`config.mk`:
```
export PLATFORM = sky130hd
export DESIGN_NAME = mmio_io_bridge
export DESIGN_NICKNAME = d
export VERILOG_FILES = /design/src/rtl/mmio_io_bridge.sv
export SDC_FILE = /design/constraint.sdc
export NUM_CORES = 1
export LEC_CHECK = 0
export BUFFER_PORTS_ARGS = -buffer_cell sky130_fd_sc_hd__buf_4
export CAP_MARGIN = 20
export CORE_ASPECT_RATIO = 1.4
export CORE_MARGIN = 2
export CORE_UTILIZATION = 25
export DETAILED_ROUTE_END_ITERATION = 8
export GPL_TIMING_DRIVEN = 0
export PLACE_DENSITY = 0.52
export SYNTH_ARGS = -nofsm -noshare
export SYNTH_HDL_FRONTEND = slang
export SYNTH_SLANG_ARGS = --single-unit
```
`constraint.sdc`:
```
create_clock -name clk -period 5.9 [get_ports clk]
set_input_delay 1.77 -clock clk [delete_from_list [all_inputs] [get_ports clk]]
set_output_delay 1.77 -clock clk [all_outputs]
set_load 0.01 [all_outputs]
```
`src/rtl/mmio_io_bridge.sv`:
```
// Memory-mapped I/O responder for the Riscv151 core: UART TX/RX byte ports plus cycle/instret counters.
// Build option: define UART_RX_FIFO_EN for an RX_FIFO_DEPTH-entry RX FIFO instead of a single-byte RX register.
module mmio_io_bridge #(
    parameter int CPU_CLOCK_FREQ = 50_000_000,
    parameter int RX_FIFO_DEPTH  = 8
) (
    input  logic        clk,
    input  logic        rst,
    input  logic [31:0] addr,
    input  logic [31:0] wdata,
    input  logic        we,
    input  logic        re,
    input  logic        inst_retired,
    output logic [31:0] rdata,
    output logic [7:0]  tx_data,
    output logic        tx_valid,
    input  logic        tx_ready,
    input  logic [7:0]  rx_data,
    input  logic        rx_valid,
    output logic        rx_ready
);

    // Handshakes on both UART sides: a byte moves on a rising edge where valid && ready.
    // tx_valid holds tx_data stable until accepted; rx_ready never depends on rx_valid.

    logic       hit;
    logic [7:0] off;
    logic       rd_status, rd_rx, wr_tx, wr_clr;

    assign hit       = (addr[31:28] == 4'h8);
    assign off       = addr[7:0];
    assign rd_status = re && hit && (off == 8'h00);
    assign rd_rx     = re && hit && (off == 8'h04);
    assign wr_tx     = we && hit && (off == 8'h08);
    assign wr_clr    = we && hit && (off == 8'h18);

    logic unused_ok;
    assign unused_ok = ^{addr[27:8], wdata[31:8], rd_status,
                         (CPU_CLOCK_FREQ > 0), (RX_FIFO_DEPTH > 0)};

    logic [31:0] rdata_q, rdata_d;
    logic [7:0]  tx_data_q, tx_data_d;
    logic        tx_valid_q, tx_valid_d;
    logic [31:0] cyc_cnt_q, cyc_cnt_d;
    logic [31:0] ins_cnt_q, ins_cnt_d;

    logic       rx_avail, rx_full, rx_push, rx_pop;
    logic [7:0] rx_head;

    assign rx_ready = !rx_full;
    assign rx_push  = rx_valid && !rx_full;
    assign rx_pop   = rd_rx && rx_avail;

`ifdef UART_RX_FIFO_EN
    localparam int PW = (RX_FIFO_DEPTH > 1) ? $clog2(RX_FIFO_DEPTH) : 1;
    localparam logic [PW:0]   DEPTH_C = (PW+1)'(RX_FIFO_DEPTH);
    localparam logic [PW:0]   CNT_ONE = (PW+1)'(1);
    localparam logic [PW-1:0] PTR_ONE = PW'(1);

    logic [7:0]    mem_q [RX_FIFO_DEPTH];
    logic [PW-1:0] wr_ptr_q, rd_ptr_q;
    logic [PW:0]   cnt_q, cnt_d;

    assign rx_avail = (cnt_q != '0);
    assign rx_full  = (cnt_q == DEPTH_C);
    assign rx_head  = mem_q[rd_ptr_q];

    always_comb begin
        cnt_d = cnt_q;
        case ({rx_push, rx_pop})
            2'b10:   cnt_d = cnt_q + CNT_ONE;
            2'b01:   cnt_d = cnt_q - CNT_ONE;
            default: cnt_d = cnt_q;
        endcase
    end

    always_ff @(posedge clk) begin
        if (rst) begin
            wr_ptr_q <= '0;
            rd_ptr_q <= '0;
            cnt_q    <= '0;
        end else begin
            if (rx_push) wr_ptr_q <= wr_ptr_q + PTR_ONE;
            if (rx_pop)  rd_ptr_q <= rd_ptr_q + PTR_ONE;
            cnt_q <= cnt_d;
        end
    end

    // Storage needs no reset: the pointers and count define what is valid.
    always_ff @(posedge clk) begin
        if (rx_push) mem_q[wr_ptr_q] <= rx_data;
    end
`else
    logic [7:0] rx_byte_q;
    logic       rx_vld_q;

    assign rx_avail = rx_vld_q;
    assign rx_full  = rx_vld_q;
    assign rx_head  = rx_byte_q;

    // Push only happens when empty and pop only when full, so they never collide.
    always_ff @(posedge clk) begin
        if (rst) begin
            rx_byte_q <= 8'h00;
            rx_vld_q  <= 1'b0;
        end else if (rx_push) begin
            rx_byte_q <= rx_data;
            rx_vld_q  <= 1'b1;
        end else if (rx_pop) begin
            rx_vld_q  <= 1'b0;
        end
    end
`endif

    // Load data reflects state before the edge, like a block RAM read.
    always_comb begin
        rdata_d = rdata_q;
        if (re) begin
            rdata_d = 32'h0;
            if (hit) begin
                case (off)
                    8'h00:   rdata_d = {30'b0, rx_avail, !tx_valid_q};
                    8'h04:   rdata_d = rx_avail ? {24'b0, rx_head} : 32'h0;
                    8'h10:   rdata_d = cyc_cnt_q;
                    8'h14:   rdata_d = ins_cnt_q;
                    default: rdata_d = 32'h0;
                endcase
            end
        end
    end

    // A store landing while a byte is still pending is dropped; software polls tx_free.
    always_comb begin
        tx_valid_d = tx_valid_q;
        tx_data_d  = tx_data_q;
        if (tx_valid_q && tx_ready) begin
            tx_valid_d = 1'b0;
        end else if (wr_tx && !tx_valid_q) begin
            tx_valid_d = 1'b1;
            tx_data_d  = wdata[7:0];
        end
    end

    always_comb begin
        cyc_cnt_d = cyc_cnt_q + 32'd1;
        ins_cnt_d = inst_retired ? (ins_cnt_q + 32'd1) : ins_cnt_q;
        if (wr_clr) begin
            cyc_cnt_d = 32'h0;
            ins_cnt_d = 32'h0;
        end
    end

    always_ff @(posedge clk) begin
        if (rst) begin
            rdata_q    <= 32'h0;
            tx_data_q  <= 8'h00;
            tx_valid_q <= 1'b0;
            cyc_cnt_q  <= 32'h0;
            ins_cnt_q  <= 32'h0;
        end else begin
            rdata_q    <= rdata_d;
            tx_data_q  <= tx_data_d;
            tx_valid_q <= tx_valid_d;
            cyc_cnt_q  <= cyc_cnt_d;
            ins_cnt_q  <= ins_cnt_d;
        end
    end

    assign rdata    = rdata_q;
    assign tx_data  = tx_data_q;
    assign tx_valid = tx_valid_q;

endmodule

```
# Yosys cells after proc, flatten, opt, wreduce, memory -nomap -nowiden
# Cells that the tools add are included.
dict set report word_totals {
  word_cells 37
  ff_bits 114
}
dict set report op_classes {
  reduce_logical 16
  n_eq_ne 6
  n_addsub 2
  n_bitwise 1
  mux 5
}
# cell n
set ops {}
lappend ops {{$pmux W32 S4} 1}
lappend ops {{$add A32 B1 Y32 const B} 2}
lappend ops {{$mux W32} 1}
lappend ops {{$eq A8 B5 Y1 const B} 3}
lappend ops {{$logic_and A1 B1 Y1} 9}
lappend ops {{$eq A8 B3 Y1 const B} 1}
lappend ops {{$eq A8 B4 Y1 const B} 1}
lappend ops {{$logic_not A8 Y1} 1}
lappend ops {{$mux W8} 1}
lappend ops {{$eq A4 B4 Y1 const B} 1}
lappend ops {{$reduce_or A2 Y1} 2}
lappend ops {{$logic_not A1 Y1} 2}
lappend ops {{$mux W1} 2}
lappend ops {{$reduce_and A2 Y1} 1}
lappend ops {{$reduce_bool A2 Y1} 1}
lappend ops {{$not A1 Y1} 1}

# Longest topological paths before layout
dict set report logic_depth {
  word_depth 6
  depth_mapped 7
  mapped_depth_nobuf 5
}

# Least setup slack after synthesis
# Ideal clock, no wire load.
dict set report synth_timing {
  path_type {input to register}
  startpoint {input port addr[1]}
  endpoint {register rdata_q[21] (netlist: rdata[21])}
  slack_ps 2589
  path_stages 5
  arrival_ps 3242
  n_path_buf 1
  setup_ps 69
  path_cell_list {or4_4 -> nor4_4 -> nand3b_2 -> buf_6 -> o21ai_1}
}
dict set report synth_between {
  elab_chain_len 3
  elab_cells_between_ends 6
  classes_between {3 x eq/ne; 2 x mux; 1 x reduce/logical}
}
# item line
set synth_lines {}
lappend synth_lines {{start, declared} 9} ;# input logic [31:0] addr,
lappend synth_lines {{$eq A8 B5 Y1 (tied with other cells)} 121} ;# case (off)
lappend synth_lines {{$pmux W32 S4 *} 121}
lappend synth_lines {{$mux W32 *} 120} ;# if (hit) begin
lappend synth_lines {{end signal, assigned} 161} ;# rdata_q <= rdata_d;
lappend synth_lines {{end, declared} 41} ;# logic [31:0] rdata_q, rdata_d;
# Every way passes the cells marked *; elsewhere a longest branch is shown, timed or not.
# A chain may end at the register's enable or synchronous reset.

# Worst setup path after layout
dict set report layout_timing {
  startpoint {input port addr[1]}
  endpoint {register ins_cnt_q[13]}
}
dict set report layout_between {
  elab_chain_len 3
}
# item line
set layout_lines {}
lappend layout_lines {{$eq A8 B5 Y1} 35} ;# assign wr_clr = we && hit && (off == 8'h18);
lappend layout_lines {{$logic_and A1 B1 Y1} 35}
lappend layout_lines {{$reduce_or A2 Y1 (no source line)} -}
lappend layout_lines {{end signal, assigned} 165} ;# ins_cnt_q <= ins_cnt_d;
lappend layout_lines {{end, declared} 45} ;# logic [31:0] ins_cnt_q, ins_cnt_d;
# Every way passes these cells.

==> summary.txt <==
Power and ir drop
  – Leakage: 2.31 nW
  – Pwr Density: 281 nW/um^2
  – P_sw: 0.441 mW
  – Peak supply drop: 0.177 mV
  – Combinational Power Share: 4.2%
  – Net Sw Frac: 23.5%
  – Int Pwr: 1.43 mW
  – Clk pwr share: 54.0%
  – Overall Power: 1.88 mW
  – Seq pwr share: 41.8%

Cells and area
  – Layout cells sized above 1: 17.8%
  – Final Net Count: 782
  – Most frequent cells in the layout: dfxtp_1, buf_4, a21oi_1, nor2_1, nand2_1
  – Layout overhead on the synthesized area: 28.0%
  – Commonest non-fill, non-tap cell in the layout: dfxtp_1
  – # fillers: 2147
  – ANT cells: 0

CTS
  – CTS Root Cell: clkbuf_16
  – CTS buffer count: 17
  – CTS tree: built
  – Post-CTS setup buffer count: 0
  – Clk slew on worst S/H paths: 0.06 ns
  – H-tree depth: 4
  – Hold buffer count at cts: 0
  – Later-pin clock latency in the skew report: 0.41 ns
  – Clock Path Buffers: 2
  – Clock sink count: 114
  – Resized cells post-CTS: 0

Synthesis
  – Post-synth EDFFs: 0
  – Post-Syn Nets: 689
  – Syn Area/Cell: 8.58 um^2
  – Sequential area share after synthesis: 43.8%
  – Mapped Cells: 608
  – Ys Warns: 0
  – Cell variety after synth: 49
  – Post-Syn Area: 5220 um^2
  – Most used DFF post-synth: dfxtp_1
  – Leading post-synthesis cells by cell area: dfxtp_1, mux2i_1, a21oi_1
  – Synth Register Bits: 114
  – Post-synth top area cell: dfxtp_1
  – Post-synthesis async set-or-reset flop share: 0%
  – Area share of the largest cell type after synthesis: 43.8%

Worst setup path
  – Critical Path Slowest Stage Cell: or4_4
  – Crit Path Class: input port to flop
  – Crit end category: flop
  – CP Launch Type: input port
  – WP buf/inv: 3
  – Critical Path Fanout Max: 10
  – Req. time, crit path: 6.17 ns
  – CP dominant cell by count: clkbuf_1
  – Delay of the slowest critical-path stage: 0.58 ns
  – Data arrival time of the worst path: 3.71 ns
  – Kind of cell adding the most delay to the critical path: buffers and inverters
  – Crit path cell chain: buf_4 > or4_4 > nor2_1 > a31o_2 > clkbuf_1 > clkbuf_1 > a21oi_1

STA
  – Max-slew headroom: 44.9%
  – Final hold violation count: 0
  – RSZ-0062 raised after global routing: no
  – Skew final: 0.00962 ns
  – Final Setup Violations: 0
  – Fin crit share: 58.5%
  – Min Tclk post-route: 3.45 ns
  – Max Slew Vio Count: 0
  – Fmax: 290 MHz
  – Total negative slack: 0 ns
  – Slew @ Worst Pin: 0.827 ns

Detailed routing
  – First-pass DRT Iterations: 5
  – DRC errors left: 0
  – Drt wl/cell: 15.4 um
  – Via density: 4.84
  – First-iteration detailed-routing DRC count: 347
  – Antenna viol nets, final: 0
  – Wirelength, routed: 14900 um
  – Via Count: 4690

Global route
  – GRT overflow: 0
  – First-pass GRT wire length: 24000 um
  – Gr usage total: 13.6%
  – Initial antenna violation count: 0
  – Pin count of the biggest net entering global routing: 17
  – Vias in the first global route: 4632

Die
  – Ports: 121
  – Die Ht: 175 um
  – Core box area: 20500 um^2
  – Initial core utilization: 25.5%
  – Rows: 62
  – Die area: 22100 um^2
  – Die W: 126 um

Outcome
  – Status: complete, no violations

Place
  – IO buf count: 74
  – Final GP Congestion: 0.775
  – Hpwl dp: 10800 um

Worst hold path
  – Worst Hold Class: flop to flop

Flow run
  – Max-Cap Viols: 0
==> Yosys cell counts (5+ instances only) <==
library cell,number
nand3_1,27
nand2_1,47
inv_1,18
dfxtp_1,114
nand4_1,17
o32ai_1,6
or4_1,25
buf_2,5
mux2i_1,34
xor2_1,11
nor2b_1,10
o21ai_1,20
o31ai_1,22
o21ai_0,29
or3_1,19
and4_1,7
xnor2_1,10
a21oi_1,62
clkbuf_1,26
nor2_1,51
==> power groups by stage <==
stage                     Clock (mW)  Combinational [mW]  Sequential (mW)
after floorplan                    0              0.0442            0.798
after global placement             0              0.0798            0.800
after detailed placement           0              0.0804            0.800
after CTS                       1.04              0.0806            0.783
after global routing            1.08              0.0876            0.784
final                           1.01              0.0790            0.783
==> tightest hold or removal path, delay by kind of cell (launching register included) <==
family,cells,cell delay [ns]
DFF,1,0.31
and+or+nand+nor,1,0.05
AOI/OAI and AO/OA,1,0.05
==> stage by stage <==
stage	utilization (%)	instances	cell area (um^2)	setup slack, ns	hold WS, ns
2_1_floorplan	-	608	5220	2.59	0.438
3_3_place_gp	29.7	938	6090	1.99	0.441
3_5_place_dp	29.7	938	6090	1.96	0.445
4_1_cts	32.6	970	6680	2.40	0.454
5_1_grt	32.6	970	6680	2.29	0.481
6_report	32.6	970	6680	2.45	0.449
==> logic make-up (layout without fill, tap and decap cells) <==
family          after synthesis  in the layout  synth area share (%)
compound gates              147            147                  16.0
xor+xnor                     21             21                  3.53
fa+ha+maj                     2              2                 0.480
buf+inv                      55            161                  4.65
flops                       114            114                  43.8
mux                          34             34                  6.52
simple gates                235            235                  25.0
==> metal layers <==
metal / vias to the layer above / GRT usage (%) / routed length (um)
met5: - / 0 / 0
met4: 0 / 4.81 / 256
met3: 12 / 2.91 / 510
met2: 93 / 24.9 / 7780
met1: 2192 / 15.4 / 6360
li1: 2393 / - / -
==> worst paths after layout <==
check	from	to	slack [ns]	depth (start not counted)
worst max-delay path	addr[1]	ins_cnt_q[13]$_SDFFE_PP0P_	2.45	7
worst min-delay path	rdata[11]$_SDFFE_PP0P_	rdata[11]$_SDFFE_PP0P_	0.45	2
worst max register to register	cyc_cnt_q[0]$_SDFF_PP0_	cyc_cnt_q[22]$_SDFF_PP0_	3.48	7
worst min register to register	rdata[11]$_SDFFE_PP0P_	rdata[11]$_SDFFE_PP0P_	0.45	2
==> state kept, by name, summed over array words and instances (netlist names) <==
register   cells
rdata         32
cyc_cnt_q     32
ins_cnt_q     32
tx_data        8
tx_valid       1
rx_avail       1
rx_byte_q      8
==> area by class of cell <==
type                       count  area (um^2)  share of cell area (%)
clock buffer                  17          425                    6.37
buffer                        37          175                    2.62
multi-input combinational    439         2690                    40.3
tap                          256          320                    4.80
timing repair buffer          74          556                    8.32
sequential                   114         2280                    34.2
clock inverter                15          161                    2.42
inverter                      18         67.6                    1.01
(Power assumes the default switching activity.)
